**src/rtl/pulse_sched_pkg.sv**
```systemverilog
// pulse_sched_pkg: shared state encoding and sizing constants for the pulse burst scheduler.
package pulse_sched_pkg;
  localparam int N_REQ = 2;
  localparam int BL_W = 4;
  typedef enum logic [2:0] {IDLE, DELAY, HIGH, LOW, TRIG} state_e;
endpackage

```
**src/rtl/rr_arbiter2.sv**
```systemverilog
// rr_arbiter2: two-way round-robin arbiter; the last winner loses the next tie.
module rr_arbiter2
  import pulse_sched_pkg::*;
(
  input  logic             clock,
  input  logic             reset_n,
  input  logic             en_i,
  input  logic [N_REQ-1:0] req_i,
  output logic [N_REQ-1:0] gnt_o,
  output logic             id_o
);
  logic last_q;
  assign id_o = &req_i ? ~last_q : req_i[1];
  assign gnt_o = ~|req_i ? '0 : (id_o ? 2'b10 : 2'b01);
  // last_q resets to 1 so requester 0 wins the first tie
  always_ff @(posedge clock or negedge reset_n)
    if (!reset_n) last_q <= 1'b1;
    else if (en_i && |req_i) last_q <= id_o;
endmodule

```
**src/rtl/pulse_burst_sched.sv**
```systemverilog
// pulse_burst_sched: arbitrated delay / pulse-burst / trigger-hold sequencer.
// Define SCHED_ABORT_EN to add the abort input and aborted strobe.
module pulse_burst_sched
  import pulse_sched_pkg::*;
#(
  parameter int CNT_W = 8,
  parameter int DELAY_CYC = 5,
  parameter int HIGH_CYC = 1,
  parameter int LOW_CYC = 1,
  parameter int HOLD_CYC = 5
) (
  input  logic             clock,
  input  logic             reset_n,
  input  logic [N_REQ-1:0] req,
  input  logic [BL_W-1:0]  burst_len0,
  input  logic [BL_W-1:0]  burst_len1,
  output logic [N_REQ-1:0] gnt,
  output logic             busy,
  output logic             signal,
  output logic             trig,
  output logic             done,
  output logic             done_id
`ifdef SCHED_ABORT_EN
  ,
  input  logic             abort,
  output logic             aborted
`endif
);
  localparam logic [CNT_W-1:0] D1 = CNT_W'(DELAY_CYC > 0 ? DELAY_CYC - 1 : 0);
  localparam logic [CNT_W-1:0] H1 = CNT_W'(HIGH_CYC - 1);
  localparam logic [CNT_W-1:0] L1 = CNT_W'(LOW_CYC - 1);
  localparam logic [CNT_W-1:0] T1 = CNT_W'(HOLD_CYC - 1);
  localparam bit HAS_DELAY = DELAY_CYC > 0;
  state_e state_q;
  logic [CNT_W-1:0] cnt_q;
  logic [BL_W-1:0] pulse_left_q, len_d;
  logic [N_REQ-1:0] gnt_q, arb_gnt;
  logic busy_q, signal_q, trig_q, done_q, done_id_q, owner_q, arb_id;
  logic more_d;
  rr_arbiter2 u_arb (
    .clock  (clock),
    .reset_n(reset_n),
    .en_i   (state_q == IDLE),
    .req_i  (req),
    .gnt_o  (arb_gnt),
    .id_o   (arb_id)
  );
  assign len_d = arb_id ? burst_len1 : burst_len0;
  // In DELAY, "more" means any pulse at all; in LOW it means one beyond the pulse just finished
  assign more_d = state_q == LOW ? pulse_left_q != BL_W'(1) : pulse_left_q != '0;
`ifdef SCHED_ABORT_EN
  logic aborted_q;
  assign aborted = aborted_q;
`endif
  always_ff @(posedge clock or negedge reset_n)
    if (!reset_n) begin
      state_q <= IDLE;
      cnt_q <= '0;
      pulse_left_q <= '0;
      gnt_q <= '0;
      busy_q <= 1'b0;
      signal_q <= 1'b0;
      trig_q <= 1'b0;
      done_q <= 1'b0;
      done_id_q <= 1'b0;
      owner_q <= 1'b0;
`ifdef SCHED_ABORT_EN
      aborted_q <= 1'b0;
`endif
    end else begin
      done_q <= 1'b0;
      done_id_q <= 1'b0;
`ifdef SCHED_ABORT_EN
      aborted_q <= 1'b0;
      if (abort && state_q != IDLE) begin
        state_q <= IDLE;
        gnt_q <= '0;
        busy_q <= 1'b0;
        signal_q <= 1'b0;
        trig_q <= 1'b0;
        done_q <= 1'b1;
        done_id_q <= owner_q;
        aborted_q <= 1'b1;
      end else
`endif
      case (state_q)
        IDLE:
          if (|req) begin
            gnt_q <= arb_gnt;
            busy_q <= 1'b1;
            owner_q <= arb_id;
            pulse_left_q <= len_d;
            state_q <= HAS_DELAY ? DELAY : (len_d != '0 ? HIGH : TRIG);
            cnt_q <= HAS_DELAY ? D1 : (len_d != '0 ? H1 : T1);
            signal_q <= !HAS_DELAY && len_d != '0;
            trig_q <= !HAS_DELAY && len_d == '0;
          end
        DELAY:
          if (cnt_q != '0) cnt_q <= cnt_q - 1'b1;
          else begin
            state_q <= more_d ? HIGH : TRIG;
            cnt_q <= more_d ? H1 : T1;
            signal_q <= more_d;
            trig_q <= !more_d;
          end
        HIGH:
          if (cnt_q != '0) cnt_q <= cnt_q - 1'b1;
          else begin
            state_q <= LOW;
            cnt_q <= L1;
            signal_q <= 1'b0;
          end
        LOW:
          if (cnt_q != '0) cnt_q <= cnt_q - 1'b1;
          else begin
            pulse_left_q <= pulse_left_q - BL_W'(1);
            state_q <= more_d ? HIGH : TRIG;
            cnt_q <= more_d ? H1 : T1;
            signal_q <= more_d;
            trig_q <= !more_d;
          end
        TRIG:
          if (cnt_q != '0) cnt_q <= cnt_q - 1'b1;
          else begin
            state_q <= IDLE;
            gnt_q <= '0;
            busy_q <= 1'b0;
            trig_q <= 1'b0;
            done_q <= 1'b1;
            done_id_q <= owner_q;
          end
        default: state_q <= IDLE;
      endcase
    end
  assign gnt = gnt_q;
  assign busy = busy_q;
  assign signal = signal_q;
  assign trig = trig_q;
  assign done = done_q;
  assign done_id = done_id_q;
endmodule
```
**config.mk**
```make
export PLATFORM = sky130hd
export DESIGN_NAME = pulse_burst_sched
export DESIGN_NICKNAME = d
export VERILOG_FILES = /design/src/rtl/pulse_sched_pkg.sv /design/src/rtl/rr_arbiter2.sv /design/src/rtl/pulse_burst_sched.sv
export SDC_FILE = /design/constraint.sdc
export NUM_CORES = 1
export LEC_CHECK = 0
export CAP_MARGIN = 10
export CORE_MARGIN = 10
export CORE_UTILIZATION = 35
export CTS_CLUSTER_DIAMETER = 60
export CTS_CLUSTER_SIZE = 10
export DETAILED_ROUTE_END_ITERATION = 10
export GPL_ROUTABILITY_DRIVEN = 0
export GPL_TIMING_DRIVEN = 0
export PLACE_DENSITY_LB_ADDON = 0.25
export RECOVER_POWER = 50
export SYNTH_ARGS = -nofsm -noshare
export SYNTH_HDL_FRONTEND = slang
export SYNTH_SLANG_ARGS = --single-unit
```
**constraint.sdc**
```tcl
create_clock -name clock -period 6.4 [get_ports clock]
set_clock_uncertainty 0.1 [all_clocks]
set_input_delay 1.92 -clock clock [delete_from_list [all_inputs] [get_ports clock]]
set_output_delay 1.92 -clock clock [all_outputs]
set_load 0.05 [all_outputs]
```
Yosys cells after proc, flatten, opt, wreduce, memory -nomap -nowiden
Cells that the tools add are included.
- reduce and logical (&&, ||, !) cells: 20
- bitwise gates (word level): 1
- add/sub/neg operators: 2
- multiplexer cells: 34
- eq/ne operators: 11
- operators with widths (cell ; count):
    $mux 8 ; 4
    $pmux 8 s4 ; 1
    $mux 3 ; 6
    $mux 4 ; 3
    $ne 2x2->1 const B ; 6
    $pmux 3 s4 ; 1
    $reduce_and 4->1 ; 3
    $mux 1 ; 11
    $reduce_and 3->1 ; 3
    $pmux 4 s2 ; 1
    $reduce_bool 4->1 ; 2
    $reduce_bool 8->1 ; 1
    $sub 8x1->8 const B ; 1
    $eq 3x2->1 const B ; 2
    $mux 2 ; 3
    $pmux 1 s3 ; 2
    $reduce_bool 3->1 ; 2
    $ne 4x1->1 const B ; 1
    $pmux 2 s2 ; 1
    $reduce_and 2->1 ; 2
    $reduce_bool 2->1 ; 2
    $reduce_or 2->1 ; 2
    $sub 4x1->4 const B ; 1
    $eq 3x1->1 const B ; 1
    6 further kinds ; 6
- register bits: 24

Logic depth before layout (Yosys ltp)
Gate-level depths: netlist (run 1).
- depth in word-level cells: 5
- depth in mapped cells: 7
- gate-level depth less buffers: 6

Cells and area by module
Synthesis (run 1) repeated with hierarchy kept, for this count alone.
- cell total of the unflattened synthesis: 164
- area total of the unflattened synthesis: 1561.5 sq um
- modules (own cells, without submodules) (module ; times used ; cells each ; area each (sq um)):
    pulse_burst_sched ; 1 ; 157 ; 1497.7
    rr_arbiter2 ; 1 ; 7 ; 63.8

Worst setup path after synthesis (run 1)
No wires, ideal clock.
- path type: input to register
- from: input port req[1]
- to: register pulse_left_q[3]
- library setup time: 0.124 ns
- slack: 3.244 ns
- arrival: 2.932 ns
- cell stages on the path: 4
- cell sequence: a21boi_1 > mux2_2 > o21ai_0 > a2bb2oi_2
- longest elaborated chain between the ends: 5
- ends and longest elaborated chain (what ; line ; source):
    start, declared ; pulse_burst_sched.sv:14 ; input logic [N_REQ-1:0] req,
    $reduce_and 2->1 ; rr_arbiter2.sv:13 ; assign id_o = &req_i ? ~last_q : req_i[1];
    $mux 1 ; rr_arbiter2.sv:13 ;
    $mux 4 ; pulse_burst_sched.sv:48 ; assign len_d = arb_id ? burst_len1 : burst_len0;
    $mux 4 ; pulse_burst_sched.sv:88 ; if (|req) begin
    $pmux 4 s2 ; pulse_burst_sched.sv:86 ; case (state_q)
    end signal, assigned ; pulse_burst_sched.sv:92 ; pulse_left_q <= len_d;
    end signal, assigned ; pulse_burst_sched.sv:116 ; pulse_left_q <= pulse_left_q - BL_W'(1);
    end, declared ; pulse_burst_sched.sv:36 ; logic [BL_W-1:0] pulse_left_q, len_d;
Parallel ways exist; a longest one is shown, timed or not. The select of a mux whose other input is x is not followed.
A chain may end at the register's enable or synchronous reset.

Worst setup path in the final report (run 1)
Same ends and word-level chain as after synthesis.

==> impl_metrics.yaml, run 1 <==
routing:
  drt_iter0_markers: 50
  wl_mm: 3.95
  vias: 1372
  vias_per_cell: 5.79
  ant_nets: 0
  drc: 0
  wl_per_cell_um: 16.7
  drt_pass1_iterations: 4
global_routing:
  grt_first_pass_wirelength_mm: 6.72
  grt-ovfl-total: 0
  grt_pass1_vias: 1353
  grt_max_degree: 25
  grt_antenna_before_repair: 0
  grt_use_total: 0.108
placed_design:
  port_buffers: 18
  place_hpwl_mm: 2.89
setup_path:
  crit_required_ps: 6480
  crit_fanout: 7
  max_stage_delay_ps: 620
  endpoint_kind: "flip-flop"
  slowest_stage: "dlygate4sd3_1"
  worst-endpoint-arrival_ps: 3860
  crit_path_cell_trace: "dlygate4sd3_1 > a21boi_1 > mux2_2 > o21ai_0 > a2bb2oi_2"
  ff2ff_path_depth: 6
  startpoint_type: "primary input"
  path_class: "in2reg"
logic_synthesis:
  synth_top_cells_by_area: "dfrtp_1 (37%), o21ai_0 (4.9%), ha_1 (3.2%), mux2i_1 (3.2%), a21oi_1 (2.9%)"
  syn_nets: 178
  ys.flop_type: "dfrtp_1"
  yosysUniqueCellTypes: 60
  yosysSeqAreaShare: 0.390
  ys_async_sr_fraction: 1.00
  syn_area_um2: 1540
  synth_edf_count: 0
  yosys.area.top_type_share: 0.373
  synth-seq-cells: 24
  ys_warn_count: 0
  syn_avg_cell_area_um2: 9.52
  yosys.area.top_type: "dfrtp_1"
  netlist_instances: 162
floorplan:
  coreArea_um2: 4320
  die-width_um: 86.4
  die-area_um2: 7460
  io_pins: 19
  initial_core_util: 0.356
  rows: 24
  fp.dieH_um: 86.4
pwr:
  pwr-share-clk: 0.456
  power_leakage_nw: 0.766
  ir_drop_mv: 0.0719
  seq_power_share: 0.491
  p_switching_uw: 64.5
  p_comb_frac: 0.053
  total_power_uw: 309
  sw_frac_of_total: 0.209
  power_density_nw_per_um2: 166
  p_int_uw: 244
timing:
  period_share: 0.592
  setup_viol: 0
  grt_setup_unrepaired: "false"
  max_slew_margin: 0.480
  slew_violations: 0
  worst_slew_pin_slew_ps: 773
  period_minus_slack_ps: 3790
  finalSetupTns_ps: 0
  hold_viol: 0
  fmax_mhz: 264
clock_network:
  clkTransAtPathRegs_ps: 100
  cts-root-buf: "clkbuf_8"
  cts_post_setup_buffers_inserted: 0
  clk_path_buf_depth: 2
  cts_num_sinks: 24
  cts_tree: "done"
  worstSkewPairLatency_ps: 280
  cts_resized: 0
  holdBufCountCts: 0
  cts_buffers: 3
  htree_levels: 1
finish:
  drive_gt1_frac: 0.124
  ff_latch_area_um2: 602
  num_antenna_cells: 0
  fillers: 436
  fin_nets: 202
  multi_input_area_um2: 858
  syn_to_final_growth_pct: 20.8
status:
  status: "complete, no violations"
worst_hold_path:
  holdCritPathClass: "reg2reg"
  whs_path_depth: 1
job:
  drv_cap: 0
## worst paths after layout
kind	startpoint	end	slack, ps
max in group asynchronous	reset_n	cnt_q[3]	3200
min reg2reg	owner_q	done_id	410
min	owner_q	done_id	410
max reg2reg	cnt_q[0]	cnt_q[2]	4040
max	req[1]	pulse_left_q[3]	2610
min in group asynchronous	reset_n	pulse_left_q[3]	1930
## cells in the final DEF, fill, tap and decap left out, drive strengths merged, types with 2 or more instances in the layout
| cell | netlist | final |
|---|---|---|
| mux2i | 5 | 5 |
| a21oi | 10 | 10 |
| nand3 | 3 | 3 |
| dlygate4sd3 | 0 | 2 |
| nand2 | 12 | 12 |
| xnor2 | 2 | 2 |
| ha | 4 | 4 |
| o221ai | 2 | 2 |
| o41ai | 2 | 2 |
| clkdlybuf4s50 | 0 | 16 |
| o2bb2ai | 2 | 2 |
| a2bb2oi | 2 | 2 |
| a22oi | 3 | 3 |
| o31ai | 2 | 2 |
| mux2 | 4 | 4 |
| or2 | 2 | 2 |
| buf | 3 | 3 |
| nor2 | 9 | 9 |
| dfrtp | 23 | 23 |
| o21ai | 16 | 16 |
| or3b | 2 | 2 |
| nor4 | 2 | 2 |
| nor3 | 8 | 8 |
| or4 | 3 | 3 |
| inv | 7 | 7 |
| a31oi | 3 | 3 |
| clkbuf | 8 | 12 |
## routing by layer
metal | vias to the layer above | part of all wire | GRT usage | wire length, um
met1 | 684 | 0.46 | 0.135 | 1840
met4 | 0 | 0.013 | 0.0383 | 51
met2 | 22 | 0.50 | 0.180 | 1960
met5 | - | 0 | 0 | 0
li1 | 661 | - | - | -
met3 | 5 | 0.027 | 0.0225 | 105
## per-stage QoR
stage / setup slack, ps / hold WS [ps] / instance area (um2) / instances / utilization
global route: 2510 / 424 / 1860 / 237 / 0.431
CTS: 2660 / 409 / 1860 / 236 / 0.430
global placement: 2470 / 376 / 1790 / 232 / 0.413
finish: 2610 / 405 / 1860 / 237 / 0.431
detailed placement: 2370 / 385 / 1790 / 232 / 0.413
floorplan: 3240 / 354 / 1540 / 162 / -
## critical path: cells and delay by family
kind	cells	cell delay, ps
buf+inv	1	620
mux	1	410
compound gates	3	920
## synthesized netlist by cell type, types with 2 or more instances
library cell / instances
xnor2_1: 2
inv_1: 7
clkbuf_1: 7
o41ai_1: 2
nor3_1: 7
o221ai_1: 2
o21ai_0: 15
dfrtp_1: 23
or4_1: 2
nand3_1: 3
o31ai_1: 2
o2bb2ai_1: 2
nand2_1: 12
a31oi_1: 3
ha_1: 4
a22oi_1: 3
a21oi_1: 9
nor2_1: 8
mux2i_1: 5
mux2_2: 4
## flip-flops by register name, summed over array words and instances, names as in the netlist
name          cells
gnt               2
busy              1
signal            1
owner_q           1
state_q           3
trig              1
u_arb.last_q      1
done              1
pulse_left_q      4
done_id           1
cnt_q             8
## area by class of cell
| class | instances | share of cell area |
|---|---|---|
| inverters | 7 | 0.0141 |
| plain buffers | 11 | 0.0296 |
| flip-flops and latches | 24 | 0.323 |
| clock buffers | 3 | 0.0222 |
| repair buffers | 19 | 0.0988 |
| multi-input cells | 120 | 0.461 |
| well taps | 52 | 0.0349 |
| clock inverters | 1 | 0.0161 |
## cell families (layout without fill, tap and decap cells)
group           Yosys count  in the layout  synth area share
flops                    24             24             0.390
simple gates             47             47             0.180
xor+xnor                  2              2            0.0114
mux                       9              9            0.0617
fa+ha+maj                 4              4            0.0325
buf+inv                  18             41            0.0528
compound gates           58             58             0.271
## power groups by stage
stage,sequential [mW],clock [mW],combinational [mW]
3_5_place_dp,0.155,0,0.0167
2_1_floorplan,0.155,0,0.00501
3_3_place_gp,0.155,0,0.0160
4_1_cts,0.152,0.143,0.0168
6_report,0.152,0.141,0.0163
5_1_grt,0.152,0.149,0.0181
No activity file was read; power rests on OpenSTA's default activity.
==> inputs of run 2 (changes only) <==
- clock period: 6.4 -> 3.5 ns (I/O delays scaled with it)
==> run 2 against run 1 <==
Non-clock buffer count is the same. Flip-flop and latch count is the same. First-iteration DRC count is the same. Critical path type unchanged.
==> impl_metrics.yaml, run 2 (synthesized netlist as in run 1, its figures left out) <==
pwr:
  power_leakage_nw: 0.767
  pwr-share-clk: 0.456
  ir_drop_mv: 0.131
  seq_power_share: 0.491
  total_power_uw: 564
  p_comb_frac: 0.053
  power_density_nw_per_um2: 303
  sw_frac_of_total: 0.209
  p_switching_uw: 118
  p_int_uw: 446
placed_design:
  port_buffers: 18
  place_hpwl_mm: 2.89
  dpl_cell_area_um2: 1790
  place_ws_ps: 336
finish:
  num_antenna_cells: 0
  largest_register: "cnt_q"
  mostFrequentLayoutCell: "dfrtp_1"
  syn_to_final_growth_pct: 20.8
  fin_nets: 202
  reg_top3: "cnt_q: 8 flops, pulse_left_q: 4 flops, state_q: 3 flops"
  layout_common_cells: "dfrtp_1 (23), clkdlybuf4s50_1 (16), o21ai_0 (15), nand2_1 (12), a21oi_1 (9)"
  fillers: 436
  largest_register_ffs: 8
  postLayoutCellArea_um2: 1860
  drive_gt1_frac: 0.124
timing:
  hold_viol: 0
  slew_violations: 0
  finalSetupTns_ps: 0
  grt_setup_unrepaired: "false"
  worst_slew_pin_slew_ps: 773
  max_slew_margin: 0.480
  period_minus_slack_ps: 2850
  period_share: 0.816
  holdWs_ps: 402
  fmax_mhz: 350
  layout_setup_ws_ps: 646
  setup_viol: 0
setup_path:
  ff2ff_setup_slack_ps: 1140
  crit_buf_inv: 1
  cp.depth: 5
  r2r-end: "cnt_q[2]"
  crit_fanout: 7
  slowest_stage: "dlygate4sd3_1"
  path_delay_family: "compound AO/OA/AOI/OAI gates"
  path_class: "in2reg"
  endpoint_kind: "flip-flop"
  worst-endpoint-arrival_ps: 2930
  max_stage_delay_ps: 600
  reg2reg_from: "cnt_q[0]"
  crit_path_cell_trace: "dlygate4sd3_1 > a21boi_1 > mux2_2 > o21ai_0 > a2bb2oi_2"
  startpoint_type: "primary input"
  ff2ff_path_depth: 6
  crit_required_ps: 3580
job:
  drv_cap: 0
global_routing:
  grt-ovfl-total: 0
  top_usage_layer: "met2"
  grt_use_met1: 0.135
  grt_antenna_before_repair: 0
  grt_pass1_vias: 1353
  grt_max_degree: 25
  grt_use_total: 0.108
  grt_first_pass_wirelength_mm: 6.72
  grt_use_met3: 0.0225
  use_met2: 0.180
worst_hold_path:
  whs_path_depth: 1
  whs_endpoint: "done_id"
  holdCritPathClass: "reg2reg"
  hp-start: "owner_q"
clock_network:
  cts_num_sinks: 24
  htree_levels: 1
  cts_post_setup_buffers_inserted: 0
  worstSkewPairLatency_ps: 280
  holdBufCountCts: 0
  cts_tree: "done"
  cts-root-buf: "clkbuf_8"
  cts_buffers: 3
  clk_path_buf_depth: 2
  clkTransAtPathRegs_ps: 100
  cts_resized: 0
floorplan:
  initial_core_util: 0.356
  die-area_um2: 7460
  rows: 24
  coreArea_um2: 4320
  io_pins: 19
  die-width_um: 86.4
  fp.dieH_um: 86.4
status:
  status: "complete, no violations"
routing:
  drc: 0
  ant_nets: 0
  drt_pass1_iterations: 4
  vias_per_cell: 5.79
  drt_iter0_markers: 50
  wl_per_cell_um: 16.7
  vias: 1372
  wl_mm: 3.95
## run 2: cell count changes in the layout (fill, tap and decap cells not counted)
cell    previous run  this run
and2_0             1         0
and2_1             0         1
## run 2: how the worst max path moves through the flow
stage | slack [ps] | endpoint | from
6_report | 650 | pulse_left_q[3] | req[0]
5_1_grt | 530 | pulse_left_q[3] | req[0]
4_1_cts | 630 | pulse_left_q[3] | req[1]
3_5_place_dp | 340 | pulse_left_q[3] | req[1]
3_3_place_gp | 440 | pulse_left_q[3] | req[1]
2_1_floorplan | 1210 | pulse_left_q[3] | req[1]
## run 2: worst reg2reg max path: cells and delay by family (launching register included)
| kind | cells | cell delay, ps |
|---|---|---|
| buffers and inverters | 1 | 100 |
| AOI/OAI and AO/OA | 2 | 610 |
| DFF | 1 | 400 |
| and+or+nand+nor | 2 | 830 |
| adders and majority gates | 1 | 210 |
## run 2: layer usage
layer / part of all wire / vias up / wire length (um)
li1: - / 661 / -
met1: 0.46 / 684 / 1830
met2: 0.50 / 22 / 1960
met3: 0.027 / 5 / 105
met4: 0.013 / 0 / 51
met5: 0 / - / 0
## run 2: power groups by stage
stage	clock network, mW	logic [mW]	registers (mW)
5_1_grt	0.273	0.0331	0.277
4_1_cts	0.261	0.0307	0.277
2_1_floorplan	0	0.00916	0.283
3_3_place_gp	0	0.0293	0.283
6_report	0.257	0.0298	0.277
3_5_place_dp	0	0.0306	0.283
## run 2: per-stage QoR
| step | utilization | instances |
|---|---|---|
| final | 0.431 | 237 |
| after global routing | 0.431 | 237 |
| after CTS | 0.430 | 236 |
| after detailed placement | 0.413 | 232 |
| after global placement | 0.413 | 232 |
| after floorplan | - | 162 |
## run 2: area by class of cell
| class | count | area [um2] | area share |
|---|---|---|---|
| well taps | 52 | 65.1 | 0.0349 |
| clock inverters | 1 | 30.0 | 0.0161 |
| flip-flops and latches | 24 | 602 | 0.323 |
| clock buffers | 3 | 41.3 | 0.0222 |
| multi-input cells | 120 | 858 | 0.461 |
| inverters | 7 | 26.3 | 0.0141 |
| repair buffers | 19 | 184 | 0.0988 |
| plain buffers | 11 | 55.1 | 0.0296 |
==> inputs of run 3 (changes only) <==
- clock period: 3.5 -> 2.7 ns (I/O delays scaled with it)
==> run 3 against run 2 <==
Register-to-register slack got worse by 800 ps. Via count unchanged. Final cell count unchanged. Routed wire length barely moved. Utilization rose by 0.087 points. Clock power rose by 30%. Count of clock-buffer cells in the layout did not move. Sequential share of layout area decreased by 0.065 points. Worst setup slack got worse by 380 ps. Non-clock buffer count did not move. Critical path type unchanged.
==> impl_metrics.yaml, run 3 (synthesized netlist as in run 1, its figures left out) <==
placed_design:
  place_ws_ps: -224
  place_hpwl_mm: 2.89
  place_inst: 232
  port_buffers: 18
global_routing:
  grt_antenna_before_repair: 0
  grt-ovfl-total: 0
  grt_max_degree: 25
  grt_first_pass_wirelength_mm: 6.72
  grt_pass1_vias: 1353
  grt_use_total: 0.108
setup_path:
  r2r-end: "cnt_q[2]"
  path_class: "in2reg"
  max_stage_delay_ps: 480
  ff2ff_setup_slack_ps: 340
  worst-endpoint-arrival_ps: 2510
  crit_fanout: 6
  endpoint_kind: "flip-flop"
  crit_required_ps: 2770
  slowest_stage: "clkdlybuf4s50_1"
  reg2reg_from: "cnt_q[0]"
  ff2ff_path_depth: 6
  crit_path_cell_trace: "clkdlybuf4s50_1 > or2_2 > o21ai_1 > nand2_1 > o221a_2"
  startpoint_type: "primary input"
finish:
  reg_top3: "cnt_q: 8 flops, pulse_left_q: 4 flops, state_q: 3 flops"
  largest_register: "cnt_q"
  finalNonFillerCells: 237
  drive_gt1_frac: 0.130
  mostFrequentLayoutCell: "dfrtp_1"
  syn_to_final_growth_pct: 21.0
  layout_common_cells: "dfrtp_1 (23), clkdlybuf4s50_1 (17), o21ai_0 (15), nand2_1 (12), a21oi_1 (9)"
  num_antenna_cells: 0
  largest_register_ffs: 8
  fin_nets: 202
  post-route-util: 0.431
pwr:
  power_density_nw_per_um2: 392
  total_power_uw: 732
  ir_drop_mv: 0.170
  power_leakage_nw: 0.768
floorplan:
  initial_core_util: 0.356
  die-area_um2: 7460
  die-width_um: 86.4
  fp.dieH_um: 86.4
  rows: 24
  io_pins: 19
  coreArea_um2: 4320
routing:
  vias: 1372
  ant_nets: 0
  wl_mm: 3.95
  drt_iter0_markers: 50
  drt_pass1_iterations: 4
  vias_per_cell: 5.79
  drc: 0
  wl_per_cell_um: 16.7
clock_network:
  clk_path_buf_depth: 2
  clkTransAtPathRegs_ps: 100
  cts_tree: "done"
  htree_levels: 1
  cts_num_sinks: 24
  cts_post_setup_buffers_inserted: 0
  worstSkewPairLatency_ps: 280
  cts-root-buf: "clkbuf_8"
  cts_buffers: 3
job:
  drv_cap: 0
timing:
  period_minus_slack_ps: 2430
  grt_setup_unrepaired: "false"
  hold_viol: 0
  slew_violations: 0
  period_share: 0.901
  max_slew_margin: 0.480
  fmax_mhz: 411
  worst_slew_pin_slew_ps: 773
  layout_setup_ws_ps: 267
  setup_viol: 0
  holdWs_ps: 402
status:
  status: "complete, no violations"
worst_hold_path:
  holdCritPathClass: "reg2reg"
  hp-start: "owner_q"
  whs_endpoint: "done_id"
  whs_path_depth: 1
## run 3: cell count changes in the layout (fill, tap and decap cells not counted)
cell             before  now
a21boi_1              1    0
clkdlybuf4s50_1      16   17
dlygate4sd3_1         2    1
a21boi_2              0    1
## run 3: critical path: cells and delay by family
family / cells / cell delay [ps]
and+or+nand+nor: 2 / 550
AOI/OAI and AO/OA: 2 / 670
buffers and inverters: 1 / 480
## run 3: stage by stage
stage | setup TNS [ps] | cell area (um2)
after detailed placement | -722 | 1790
after global placement | -440 | 1790
after CTS | 0 | 1860
final | 0 | 1870
after floorplan | 0 | 1540
after global routing | 0 | 1870
## run 3: final cells by class
type	instances	area [um2]
Buffer	11	55.1
Fill cell	436	2460
Sequential cell	24	602
Clock inverter	1	30.0
Multi-Input combinational cell	120	862
Inverter	7	26.3
Timing Repair Buffer	19	184
Clock buffer	3	41.3
Tap cell	52	65.1
## run 3: worst max-delay path by stage
stage                           end    from
finish                     cnt_q[2]  req[1]
global route               cnt_q[2]  req[0]
CTS                 pulse_left_q[3]  req[1]
detailed placement  pulse_left_q[3]  req[1]
global placement    pulse_left_q[3]  req[1]
floorplan           pulse_left_q[3]  req[1]
## run 3: repair_timing
item                                    4_1_cts  5_1_grt
endpoints found under the setup margin        0        1
hold buffers                                  0        0
resized for setup                             0        1
## run 3: per-layer routing
metal | share of wire | up-vias | GRT usage
met3 | 0.027 | 5 | 0.0225
li1 | - | 661 | -
met2 | 0.50 | 22 | 0.180
met4 | 0.013 | 0 | 0.0383
met1 | 0.46 | 684 | 0.135
met5 | 0 | - | 0
## run 3: power by group
part	switching [mW]	leakage, nW	total (mW)	internal [mW]
sequential	0.0000000824	0.305	0.359	0.359
clock	0.135	0.0357	0.334	0.199
combinational	0.0182	0.427	0.0393	0.0211
total	0.153	0.768	0.732	0.579
